**src/rtl/risc_pkg.sv**
```systemverilog
// Shared definitions for the 8-bit RISC control unit: op-codes,
// FSM state encoding, bus select codes and IR field positions.
package risc_pkg;

  localparam int DATAWIDTH   = 8;
  localparam int OPCODE_SIZE = 4;
  localparam int SEL1_SIZE   = 3;
  localparam int SEL2_SIZE   = 2;

  // IR layout: op[7:4], src[3:2], dest[1:0]
  localparam int OP_MSB  = 7;
  localparam int OP_LSB  = 4;
  localparam int SRC_MSB = 3;
  localparam int SRC_LSB = 2;
  localparam int DST_MSB = 1;
  localparam int DST_LSB = 0;

  localparam logic [OPCODE_SIZE-1:0] OP_NOP = 4'd0;
  localparam logic [OPCODE_SIZE-1:0] OP_ADD = 4'd1;
  localparam logic [OPCODE_SIZE-1:0] OP_SUB = 4'd2;
  localparam logic [OPCODE_SIZE-1:0] OP_AND = 4'd3;
  localparam logic [OPCODE_SIZE-1:0] OP_NOT = 4'd4;
  localparam logic [OPCODE_SIZE-1:0] OP_RD  = 4'd5;
  localparam logic [OPCODE_SIZE-1:0] OP_WR  = 4'd6;
  localparam logic [OPCODE_SIZE-1:0] OP_BR  = 4'd7;
  localparam logic [OPCODE_SIZE-1:0] OP_BRZ = 4'd8;

  typedef enum logic [3:0] {
    S_IDLE = 4'd0,
    S_FET1 = 4'd1,
    S_FET2 = 4'd2,
    S_DEC  = 4'd3,
    S_EX1  = 4'd4,
    S_RD1  = 4'd5,
    S_RD2  = 4'd6,
    S_WR1  = 4'd7,
    S_WR2  = 4'd8,
    S_BR1  = 4'd9,
    S_BR2  = 4'd10,
    S_HALT = 4'd11
  } state_t;

  localparam logic [SEL1_SIZE-1:0] B1_PC   = 3'd4;
  localparam logic [SEL2_SIZE-1:0] B2_ALU  = 2'd0;
  localparam logic [SEL2_SIZE-1:0] B2_BUS1 = 2'd1;
  localparam logic [SEL2_SIZE-1:0] B2_MEM  = 2'd2;

  function automatic logic [3:0] reg_onehot(
    input logic [1:0] r
  );
    return 4'b0001 << r;
  endfunction

endpackage

```
**src/rtl/risc_cu_output_decode.sv**
```systemverilog
// Combinational state/IR -> datapath strobe and select decoder.
// In: state, instruction, zero_flag, mem_ok. Out: all control strobes.
module risc_cu_output_decode
  import risc_pkg::*;
(
  input  state_t                 state,
  input  logic [DATAWIDTH-1:0]   instruction,
  input  logic                   zero_flag,
  input  logic                   mem_ok,
  output logic [3:0]             load_r,
  output logic                   load_pc,
  output logic                   inc_pc,
  output logic                   load_ir,
  output logic                   load_add_r,
  output logic                   load_reg_y,
  output logic                   load_reg_z,
  output logic [SEL1_SIZE-1:0]   sel_bus_1,
  output logic [SEL2_SIZE-1:0]   sel_bus_2,
  output logic [OPCODE_SIZE-1:0] alu_sel,
  output logic                   mem_write,
  output logic                   halted
);

  logic [OPCODE_SIZE-1:0] op;
  logic [1:0]             src;
  logic [1:0]             dst;

  assign op  = instruction[OP_MSB:OP_LSB];
  assign src = instruction[SRC_MSB:SRC_LSB];
  assign dst = instruction[DST_MSB:DST_LSB];

  always_comb begin
    load_r     = 4'b0000;
    load_pc    = 1'b0;
    inc_pc     = 1'b0;
    load_ir    = 1'b0;
    load_add_r = 1'b0;
    load_reg_y = 1'b0;
    load_reg_z = 1'b0;
    sel_bus_1  = '0;
    sel_bus_2  = '0;
    alu_sel    = OP_NOP;
    mem_write  = 1'b0;
    halted     = 1'b0;
    unique case (state)
      S_FET1: begin
        sel_bus_1  = B1_PC;
        sel_bus_2  = B2_BUS1;
        load_add_r = 1'b1;
        inc_pc     = 1'b1;
      end
      S_FET2: begin
        sel_bus_2 = B2_MEM;
        load_ir   = mem_ok;
      end
      S_DEC: begin
        unique case (1'b1)
          (op == OP_NOP): ;
          (op == OP_ADD) || (op == OP_SUB)
            || (op == OP_AND): begin
            sel_bus_1  = {1'b0, src};
            sel_bus_2  = B2_BUS1;
            load_reg_y = 1'b1;
          end
          (op == OP_NOT): begin
            sel_bus_1  = {1'b0, src};
            alu_sel    = OP_NOT;
            sel_bus_2  = B2_ALU;
            load_reg_z = 1'b1;
            load_r     = reg_onehot(dst);
          end
          (op == OP_RD) || (op == OP_WR): begin
            sel_bus_1  = B1_PC;
            sel_bus_2  = B2_BUS1;
            load_add_r = 1'b1;
            inc_pc     = 1'b1;
          end
          (op == OP_BR)
            || ((op == OP_BRZ) && zero_flag): begin
            sel_bus_1  = B1_PC;
            sel_bus_2  = B2_BUS1;
            load_add_r = 1'b1;
          end
          ((op == OP_BRZ) && !zero_flag): begin
            inc_pc = 1'b1;
          end
          default: ;
        endcase
      end
      S_EX1: begin
        sel_bus_1  = {1'b0, dst};
        alu_sel    = op;
        sel_bus_2  = B2_ALU;
        load_reg_z = 1'b1;
        load_r     = reg_onehot(dst);
      end
      S_RD1, S_WR1, S_BR1: begin
        sel_bus_2  = B2_MEM;
        load_add_r = mem_ok;
      end
      S_RD2: begin
        sel_bus_2 = B2_MEM;
        load_r    = mem_ok ? reg_onehot(dst) : 4'b0000;
      end
      S_WR2: begin
        sel_bus_1 = {1'b0, src};
        mem_write = mem_ok;
      end
      S_BR2: begin
        sel_bus_2 = B2_MEM;
        load_pc   = mem_ok;
      end
      S_HALT: halted = 1'b1;
      default: ;
    endcase
  end

endmodule

```
**src/rtl/risc_control_unit.sv**
```systemverilog
// Multi-cycle control unit FSM for the 8-bit RISC machine.
// Ports: clk, rst_n, instruction, zero_flag, [mem_ready when
// RISC_CU_MEM_WAIT_EN], load_r, load_pc, inc_pc, load_ir, load_add_r,
// load_reg_y, load_reg_z, sel_bus_1, sel_bus_2, alu_sel, mem_write,
// halted. RISC_CU_MEM_WAIT_EN adds memory wait-state handshaking.
module risc_control_unit
  import risc_pkg::*;
(
  input  logic                   clk,
  input  logic                   rst_n,
  input  logic [DATAWIDTH-1:0]   instruction,
  input  logic                   zero_flag,
`ifdef RISC_CU_MEM_WAIT_EN
  input  logic                   mem_ready,
`endif
  output logic [3:0]             load_r,
  output logic                   load_pc,
  output logic                   inc_pc,
  output logic                   load_ir,
  output logic                   load_add_r,
  output logic                   load_reg_y,
  output logic                   load_reg_z,
  output logic [SEL1_SIZE-1:0]   sel_bus_1,
  output logic [SEL2_SIZE-1:0]   sel_bus_2,
  output logic [OPCODE_SIZE-1:0] alu_sel,
  output logic                   mem_write,
  output logic                   halted
);

  state_t                 state;
  state_t                 state_nx;
  logic                   mem_ok;
  logic [OPCODE_SIZE-1:0] op;

`ifdef RISC_CU_MEM_WAIT_EN
  assign mem_ok = mem_ready;
`else
  assign mem_ok = 1'b1;
`endif

  assign op = instruction[OP_MSB:OP_LSB];

  always_ff @(posedge clk or negedge rst_n) begin
    if (!rst_n) state <= S_IDLE;
    else        state <= state_nx;
  end

  always_comb begin
    state_nx = state;
    unique case (state)
      S_IDLE: state_nx = S_FET1;
      S_FET1: state_nx = S_FET2;
      S_FET2: if (mem_ok) state_nx = S_DEC;
      S_DEC: begin
        unique case (1'b1)
          (op == OP_NOP): state_nx = S_FET1;
          (op == OP_ADD) || (op == OP_SUB)
            || (op == OP_AND): state_nx = S_EX1;
          (op == OP_NOT): state_nx = S_FET1;
          (op == OP_RD):  state_nx = S_RD1;
          (op == OP_WR):  state_nx = S_WR1;
          (op == OP_BR)
            || ((op == OP_BRZ) && zero_flag):
            state_nx = S_BR1;
          ((op == OP_BRZ) && !zero_flag):
            state_nx = S_FET1;
          default: state_nx = S_HALT;
        endcase
      end
      S_EX1: state_nx = S_FET1;
      S_RD1: if (mem_ok) state_nx = S_RD2;
      S_RD2: if (mem_ok) state_nx = S_FET1;
      S_WR1: if (mem_ok) state_nx = S_WR2;
      S_WR2: if (mem_ok) state_nx = S_FET1;
      S_BR1: if (mem_ok) state_nx = S_BR2;
      S_BR2: if (mem_ok) state_nx = S_FET1;
      S_HALT: state_nx = S_HALT;
      default: state_nx = S_IDLE;
    endcase
  end

  risc_cu_output_decode u_dec (
    .state       (state),
    .instruction (instruction),
    .zero_flag   (zero_flag),
    .mem_ok      (mem_ok),
    .load_r      (load_r),
    .load_pc     (load_pc),
    .inc_pc      (inc_pc),
    .load_ir     (load_ir),
    .load_add_r  (load_add_r),
    .load_reg_y  (load_reg_y),
    .load_reg_z  (load_reg_z),
    .sel_bus_1   (sel_bus_1),
    .sel_bus_2   (sel_bus_2),
    .alu_sel     (alu_sel),
    .mem_write   (mem_write),
    .halted      (halted)
  );

endmodule

```
**config.mk**
```make
export PLATFORM = sky130hd
export DESIGN_NAME = risc_control_unit
export DESIGN_NICKNAME = d
export VERILOG_FILES = /design/src/rtl/risc_pkg.sv /design/src/rtl/risc_cu_output_decode.sv /design/src/rtl/risc_control_unit.sv
export SDC_FILE = /design/constraint.sdc
export NUM_CORES = 1
export LEC_CHECK = 0
export ABC_AREA = 0
export CORE_MARGIN = 10
export CORE_UTILIZATION = 39
export DETAILED_ROUTE_END_ITERATION = 8
export PLACE_DENSITY_LB_ADDON = 0.05
export SKIP_CTS_REPAIR_TIMING = 1
export SLEW_MARGIN = 20
export SYNTH_ARGS = -nofsm -noshare
export SYNTH_HDL_FRONTEND = slang
export SYNTH_HIERARCHICAL = 1
export SYNTH_SLANG_ARGS = --single-unit
```
**constraint.sdc**
```tcl
create_clock -name clk -period 1.88 [get_ports clk]
set_input_delay 0.376 -clock clk [delete_from_list [all_inputs] [get_ports clk]]
set_output_delay 0.376 -clock clk [all_outputs]
set_load 0.01 [all_outputs]
```
# Word-level counts from Yosys, hierarchy flattened
# Cells that the tools add are included.
# W data, S select, Z words.
[classes]
add_sub_neg = 0
n_lt_le_gt_ge = 0
n_bitwise = 0
shift = 1
multipliers = 0
muxes = 22
eq_ne = 19
reduce_logical = 18
div = 0
[ops]
columns = ["operator", "n"]
rows = [
  ["$eq A4 B3 Y1 const B", 8],
  ["$pmux W4 S8", 1],
  ["$eq A4 B4 Y1 const B", 5],
  ["$pmux W4 S5", 1],
  ["$eq A4 B2 Y1 const B", 4],
  ["$pmux W4 S2", 2],
  ["$pmux W3 S4", 1],
  ["$mux W1", 10],
  ["$eq A4 B1 Y1 const B", 2],
  ["$logic_not A4 Y1", 2],
  ["$reduce_or A2 Y1", 4],
  ["$pmux W1 S2", 3],
  ["$pmux W2 S3", 1],
  ["$pmux W3 S2", 1],
  ["$reduce_or A3 Y1", 2],
  ["$reduce_or A6 Y1", 1],
  ["$reduce_or A5 Y1", 1],
  ["$logic_or A1 B1 Y1", 4],
  ["$mux W4", 1],
  ["$reduce_or A4 Y1", 1],
  ["$shl A1 B2 Y4 const A", 1],
  ["$mux W3", 1],
  ["$logic_and A1 B1 Y1", 2],
  ["$logic_not A1 Y1", 1],
]
[totals]
latchBits = 0
mem_count = 0
romBits = 0
ram_bits = 0
ff_bits = 4

# Logic depth before layout (Yosys ltp)
[depth]
depth_word = 6
ltp_mapped = 4
mapped_depth_nobuf = 3

# By module
# The synthesis kept the hierarchy.
[modules_own_cells]
columns = ["mod", "seq_area_each_um2", "area_each_um2", "cells_each", "instances"]
rows = [
  ["risc_cu_output_decode", 0.0, 382.9, 55, 1],
  ["risc_control_unit", 100.1, 257.7, 30, 1],
]

# Worst setup path before layout
# Ideal clock, no wire load.
[synth_timing]
path_type = "register -> output"
from = "reg state[2]"
to = "out load_r[0]"
required_ns = 1.504
n_path_buf = 0
stages_incl_launch_ff = 4
arrival_ns = 1.321
setup_slack_ns = 0.183
path_cell_list = "dfrtp_1 nor3_2 nand4_2 a211oi_1"
[synth_between]
elab_chain_len = 3
word_cells_on_any_way = 5
[synth_rtl]
columns = ["item", "line", "text"]
rows = [
  ["from (decl)", "risc_control_unit.sv:30", "state_t state;"],
  ["from (signal assigned)", "risc_control_unit.sv:45", "else state <= state_nx;"],
  ["$eq A4 B3 Y1", "risc_cu_output_decode.sv:45", "unique case (state)"],
  ["$reduce_or A2 Y1 (no source line)", "--", ""],
  ["$pmux W4 S2 (*)", "risc_cu_output_decode.sv:45", ""],
  ["to (decl)", "risc_control_unit.sv:16", "output logic [3:0] load_r,"],
]
# Mark *: on every way between the ends. The rest lies on a longest branch, timed or not.

# Worst setup path in the final report
[layout_timing]
from = "reg state[2]"
to = "out load_r[3]"
# Same word-level chain as after synthesis.

==> results <==
- The count of final max-slew check failures is 0.
- The area growth from synthesis to layout is 104%.
- The analysis attributes to cell leakage a power of 0.743 nW.
- The area of the die is about 0.0037 mm².
- The aggregate global-route resource usage is 0.122.
- The region available for standard cell placement spans ~0.0015 mm².
- For the final routed database, the setup TNS stands at -1.06 ns.
- The peak supply drop is approximately 1.0 mV.
- The setup-violating endpoint count in the final report is 12.
- The clock tree from TritonCTS is done.
- The clock slew seen by the registers of the worst setup and hold paths is approximately 0.04 ns.
- The startpoint-to-endpoint class of the critical path is flop to output port.
- The checks that failed: setup timing.
- Counting flops with an async set or reset pin after synthesis yields a share of 1.00.
- During synthesis, Yosys emitted a total of 6 warnings.
- The library cells used most frequently in the layout, excluding fill and tap cells, are sky130_fd_sc_hd__buf_4, sky130_fd_sc_hd__dlymetal6s2s_1, sky130_fd_sc_hd__buf_2, sky130_fd_sc_hd__buf_6.
- The combined buffer and inverter count along the critical path is 3.
- The number of global-route vias before repair is 798.
- After detailed routing, the total wire length is about 2800 µm.
- The total chip power is ~1.5 mW.
- The post-synthesis area per instance is ~7.5 µm².
- The first-pass GRT wire length is roughly 3700 µm.
- For this design, the sink count on the clock tree is 4.
- The number of nets in the layout is about 170.
- 32 I/O pins were placed.
- More flip-flops sit in one register than any other, and that register is state.
- The finished cells cover 0.00130 mm².
- The clock tree buffer depth is 2.
- The half-perimeter wire length after placement is about 1900 µm.
- The final period utilization is 1.10.
- The maximum net fanout on the critical path is 5.
- The tightest hold path in the finished design has a slack of 0.342 ns.
- The count of flip-flops with a built-in enable after synthesis is 0.
- The final core area utilization is 0.856.
- Setup repair after global routing could not meet its margin everywhere.
- In this design, the stage delay of the slowest critical-path cell is between 0.4 and 0.5 ns.
- Synthesis handed over a netlist of 85 instances.
- In this run the cell area measured after placement is roughly 0.0011 mm².
- The repair_antennas step left the layout with diodes totalling 0.
- The slowest stage of the critical path is the sky130_fd_sc_hd__dfrtp_2 cell.
- The first routing iteration left 35 violations.
- The smallest clock period supported by the final layout is computed as around 2.1 ns.
- The number of search-and-repair iterations in the first detailed-routing pass is 4.
- Data on the critical path arrives at its endpoint at roughly 1.7 ns.
- The remaining design rule violation count is 0.
- STA classifies the critical path endpoint as an output port.
- STA puts the critical path data required time at 1.50 ns.
- The kind of cell with the highest combined delay along the critical path is buffers and inverters.
- The initial utilization of the core area, before any placement, comes to 0.420.
- In the synthesized netlist the dominant register cell turns out to be sky130_fd_sc_hd__dfrtp_1.
- The horizontal extent of the die is between 60 and 70 µm.
- Detailed routing inserted a total of just under 1000 vias.
- The post-synthesis register bit count is 4.
- The total of buffers placed on input and output ports is 31.
- Walking the worst path, the cells encountered are nor3_4 -> buf_4 -> nand4_4 -> buf_6 -> a211oi_1 -> buf_2.
- The die height is ~61 µm.
- Entering global routing, the biggest net connects 10 pins.
- The share of the Yosys chip area taken by registers is 0.156.
- The timing-limited maximum frequency is 0.483 GHz.
- The synthesized netlist occupies a cell area of around 640 µm².
- Power spread over the standard cell area amounts to around 1200 mW/mm².
- CTS built an H-tree with a depth of 1.
- The average via count per standard cell is between 5 and 6.
- The hold violation total from the final report came to 0.
- The number of antenna violations at the first check in global routing is 0.
- The register with the most flip-flops in the layout has 4 of them.
- The worst setup margin is -0.191 ns.
- The worst hold path class is input port to async pin.
- The total grt overflow is 0.
- The clock root buffer is sky130_fd_sc_hd__clkbuf_4.
- The final setup skew is around 0.0083 ns.
- The routed length per instance is between 15 and 20 µm.
- The share of layout cells above drive strength 1 is 0.494.
- Ranked by total cell area, the synthesized netlist is headed by sky130_fd_sc_hd__dfrtp_1, sky130_fd_sc_hd__a211oi_1, sky130_fd_sc_hd__a22o_1, sky130_fd_sc_hd__nor2_1, sky130_fd_sc_hd__and3_1.
- The number of violations of the max-capacitance limit is 0.
- The clock latency at the later pin of the worst-skew pair is about 0.24 ns.
- The congestion estimate from routability-driven global placement came to 0.734.
- The run finished, with violations left.
- The largest registers in the layout are state x4.
- The share of synthesized area in the top cell type comes to 0.156.
- The library cell used most frequently in the layout, excluding fill and tap cells, is sky130_fd_sc_hd__buf_4.
- After floorplanning, the core was divided into 14 placement rows.
- The largest area contributor in the netlist is sky130_fd_sc_hd__dfrtp_1.
- The number of nets with antenna violations after detailed routing is 0.
- After synthesis, the netlist uses 43 different library cells.
- The total clock buffers created by CTS is 3.
- STA classifies the critical path startpoint as a flop.
## worst register-to-register path, delay by kind of cell (launching register included)
family	cells	cell delay, ns
buffers and inverters	2	0.31
DFF	1	0.46
AOI/OAI and AO/OA	2	0.55
## final cells by class
cell class                 instances  area (µm²)
inverter                           6        22.5
fill                              92         220
sequential                         4         103
multi-input combinational         77         604
tap                               16        20.0
timing repair buffer              64         532
clock buffer                       3        22.5
## through the flow
step | instances | setup slack (ns)
5_1_grt | 170 | -0.268
3_5_place_dp | 158 | -0.726
3_3_place_gp | 158 | -0.652
4_1_cts | 161 | -0.727
2_1_floorplan | 89 | 0.183
6_report | 170 | -0.191
## cell usage after synthesis (all sizes together), types with 2 or more instances
library cell and n:
a21oi 3, and2 2, nor3 5, a221oi 3
nand3 3, o211ai 2, a211oi 5, inv 6
and4b 2, nor2b 2, buf 2, nor2 8
and3 4, nor3b 2, nand3b 2, o32ai 2
a22o 4, o21ai 3, nand2 6, dfrtp 4
## per-layer routing
layer  vias to the layer above  GRT usage  part of all wire
li1                        471          -                 -
met1                       453      0.137              0.41
met2                        33      0.221              0.53
met3                         4     0.0397             0.050
met4                         0     0.0188            0.0069
met5                         -          0                 0
## power by group
part,total [mW],switching (mW),internal (mW)
logic,1.24,0.596,0.642
registers,0.184,0.0555,0.129
clock network,0.108,0.0362,0.0714
total,1.53,0.688,0.842
## final timing paths
| kind | start | end | slack (ns) | depth (start not counted) |
|---|---|---|---|---|
| max | state[2] | load_r[3] | -0.19 | 6 |
| min | rst_n | state[0] | 0.34 | 1 |
| max reg2reg | state[3] | state[0] | 0.43 | 4 |
| min reg2reg | state[1] | state[2] | 0.64 | 2 |
| max in group asynchronous | rst_n | state[2] | 1.34 | 1 |
| min in group clk | state[1] | state[2] | 0.64 | 2 |
## kinds of logic (layout without fill, tap and decap cells)
family / after synthesis / count (layout) / share of synthesized area
other: 1 / 5 / 0.00585
xor gates and xnor gates: 1 / 1 / 0.0137
AOI/OAI and AO/OA: 29 / 29 / 0.361
DFF: 4 / 4 / 0.156
buffers and inverters: 8 / 73 / 0.0645
and+or+nand+nor: 42 / 42 / 0.398
Note: power is estimated with default switching activity, not from simulation.
==> edit (same flow settings) <==
Make the reset (`rst_n`) synchronous in one clocked block.
--- a/src/rtl/risc_control_unit.sv
+++ b/src/rtl/risc_control_unit.sv
@@ -41,5 +41,5 @@
   assign op = instruction[OP_MSB:OP_LSB];
 
-  always_ff @(posedge clk or negedge rst_n) begin
+  always_ff @(posedge clk) begin
     if (!rst_n) state <= S_IDLE;
     else        state <= state_nx;
Formal check against the unedited RTL: differs if rst_n is asserted again (counterexample within 4 cycles, from zero or initial values and one cycle with rst_n low); with rst_n held inactive, the same outputs for 10 cycles.
==> edit against the unedited design <==
- the run still ends with negative setup slack left
- first-iteration DRC count shrank 69%
- worst setup slack gained 0.12 ns
- area after synthesis grew 0.98%
- worst hold slack gained 0.30 ns
- global-route usage grew 0.53 points
- sequential cell count is the same
- wire length grew 2.1%
- sequential share of layout area shrank 0.83 points
- critical path depth shrank 1
- clock skew is essentially flat
- design area shrank 3.3%
Power is not compared: it rests on default switching activity, and its combinational part moved more than twofold at a synthesized area within 25%.
==> edit: results <==
[hold_path]
hp-class = flop to flop

[cells_and_area]
n_sequential_cell = 4
fillCellCount = 104
buffers = 55
drive_above_1_share_pct = 40.82
clkCellAreaFrac_pct = 1.786
seq-cell-share_pct = 7.044
layout.nonclk_buf_share_pct = 39.19

[placement]
dpl_cell_area_um2 = 1149
post-place-ws_ns = -0.7691
gp_congestion = 0.8153
dp_cells = 159

[global_route]
grt_max_degree = 11
grt_use_total_pct = 12.69
grt_pass1_wl_mm = 3.643
grt_pass1_vias = 820

[yosys]
synth-xor-area-share_pct = 1.354
synth_compound_area_share_pct = 35.78
avgSynthCellArea_um2 = 7.435
async_flop_share_pct = 0
ys_top_cells_by_area = dfxtp_1 12%, a22o_1 5.4%, nor3_1 4.6%
synth_top_cells_by_count = 6 x nand2_1, 6 x nor2_1, 6 x nor3_1

[outcome]
violations = negative setup slack
status = complete, but fails checks

[sta]
finalSetupViolations = 6
setup_slack_ns = -0.07031
tns_ns = -0.1765

[worst_setup_path]
crit_fanout = 6
arrival_ns = 1.57
critPathSlowestCell = dfxtp_4
==> edit: final timing paths <==
kind,startpoint,endpoint,slack [ns],cells after the start
setup / recovery,state[2]$_SDFF_PN0_,load_r[2],-0.07,5
setup reg to reg,state[3]$_SDFF_PN0_,state[1]$_SDFF_PN0_,0.45,5
hold / removal,state[0]$_SDFF_PN0_,state[2]$_SDFF_PN0_,0.64,3
hold reg to reg,state[0]$_SDFF_PN0_,state[2]$_SDFF_PN0_,0.64,3
==> edit: routing by layer <==
| metal | vias up | GRT usage [%] | part of all wire [%] |
|---|---|---|---|
| met5 | - | 0 | 0 |
| met1 | 435 | 13.67 | 40 |
| met4 | 0 | 8.150 | 2.2 |
| li1 | 455 | - | - |
| met2 | 38 | 21.40 | 52 |
| met3 | 6 | 3.340 | 5.3 |
==> edit: report_power, final <==
| part | internal (mW) | switching [mW] | total (mW) |
|---|---|---|---|
| clock network | 0.0720 | 0.0441 | 0.116 |
| logic | 0.147 | 0.148 | 0.295 |
| registers | 0.0915 | 0.00809 | 0.0996 |
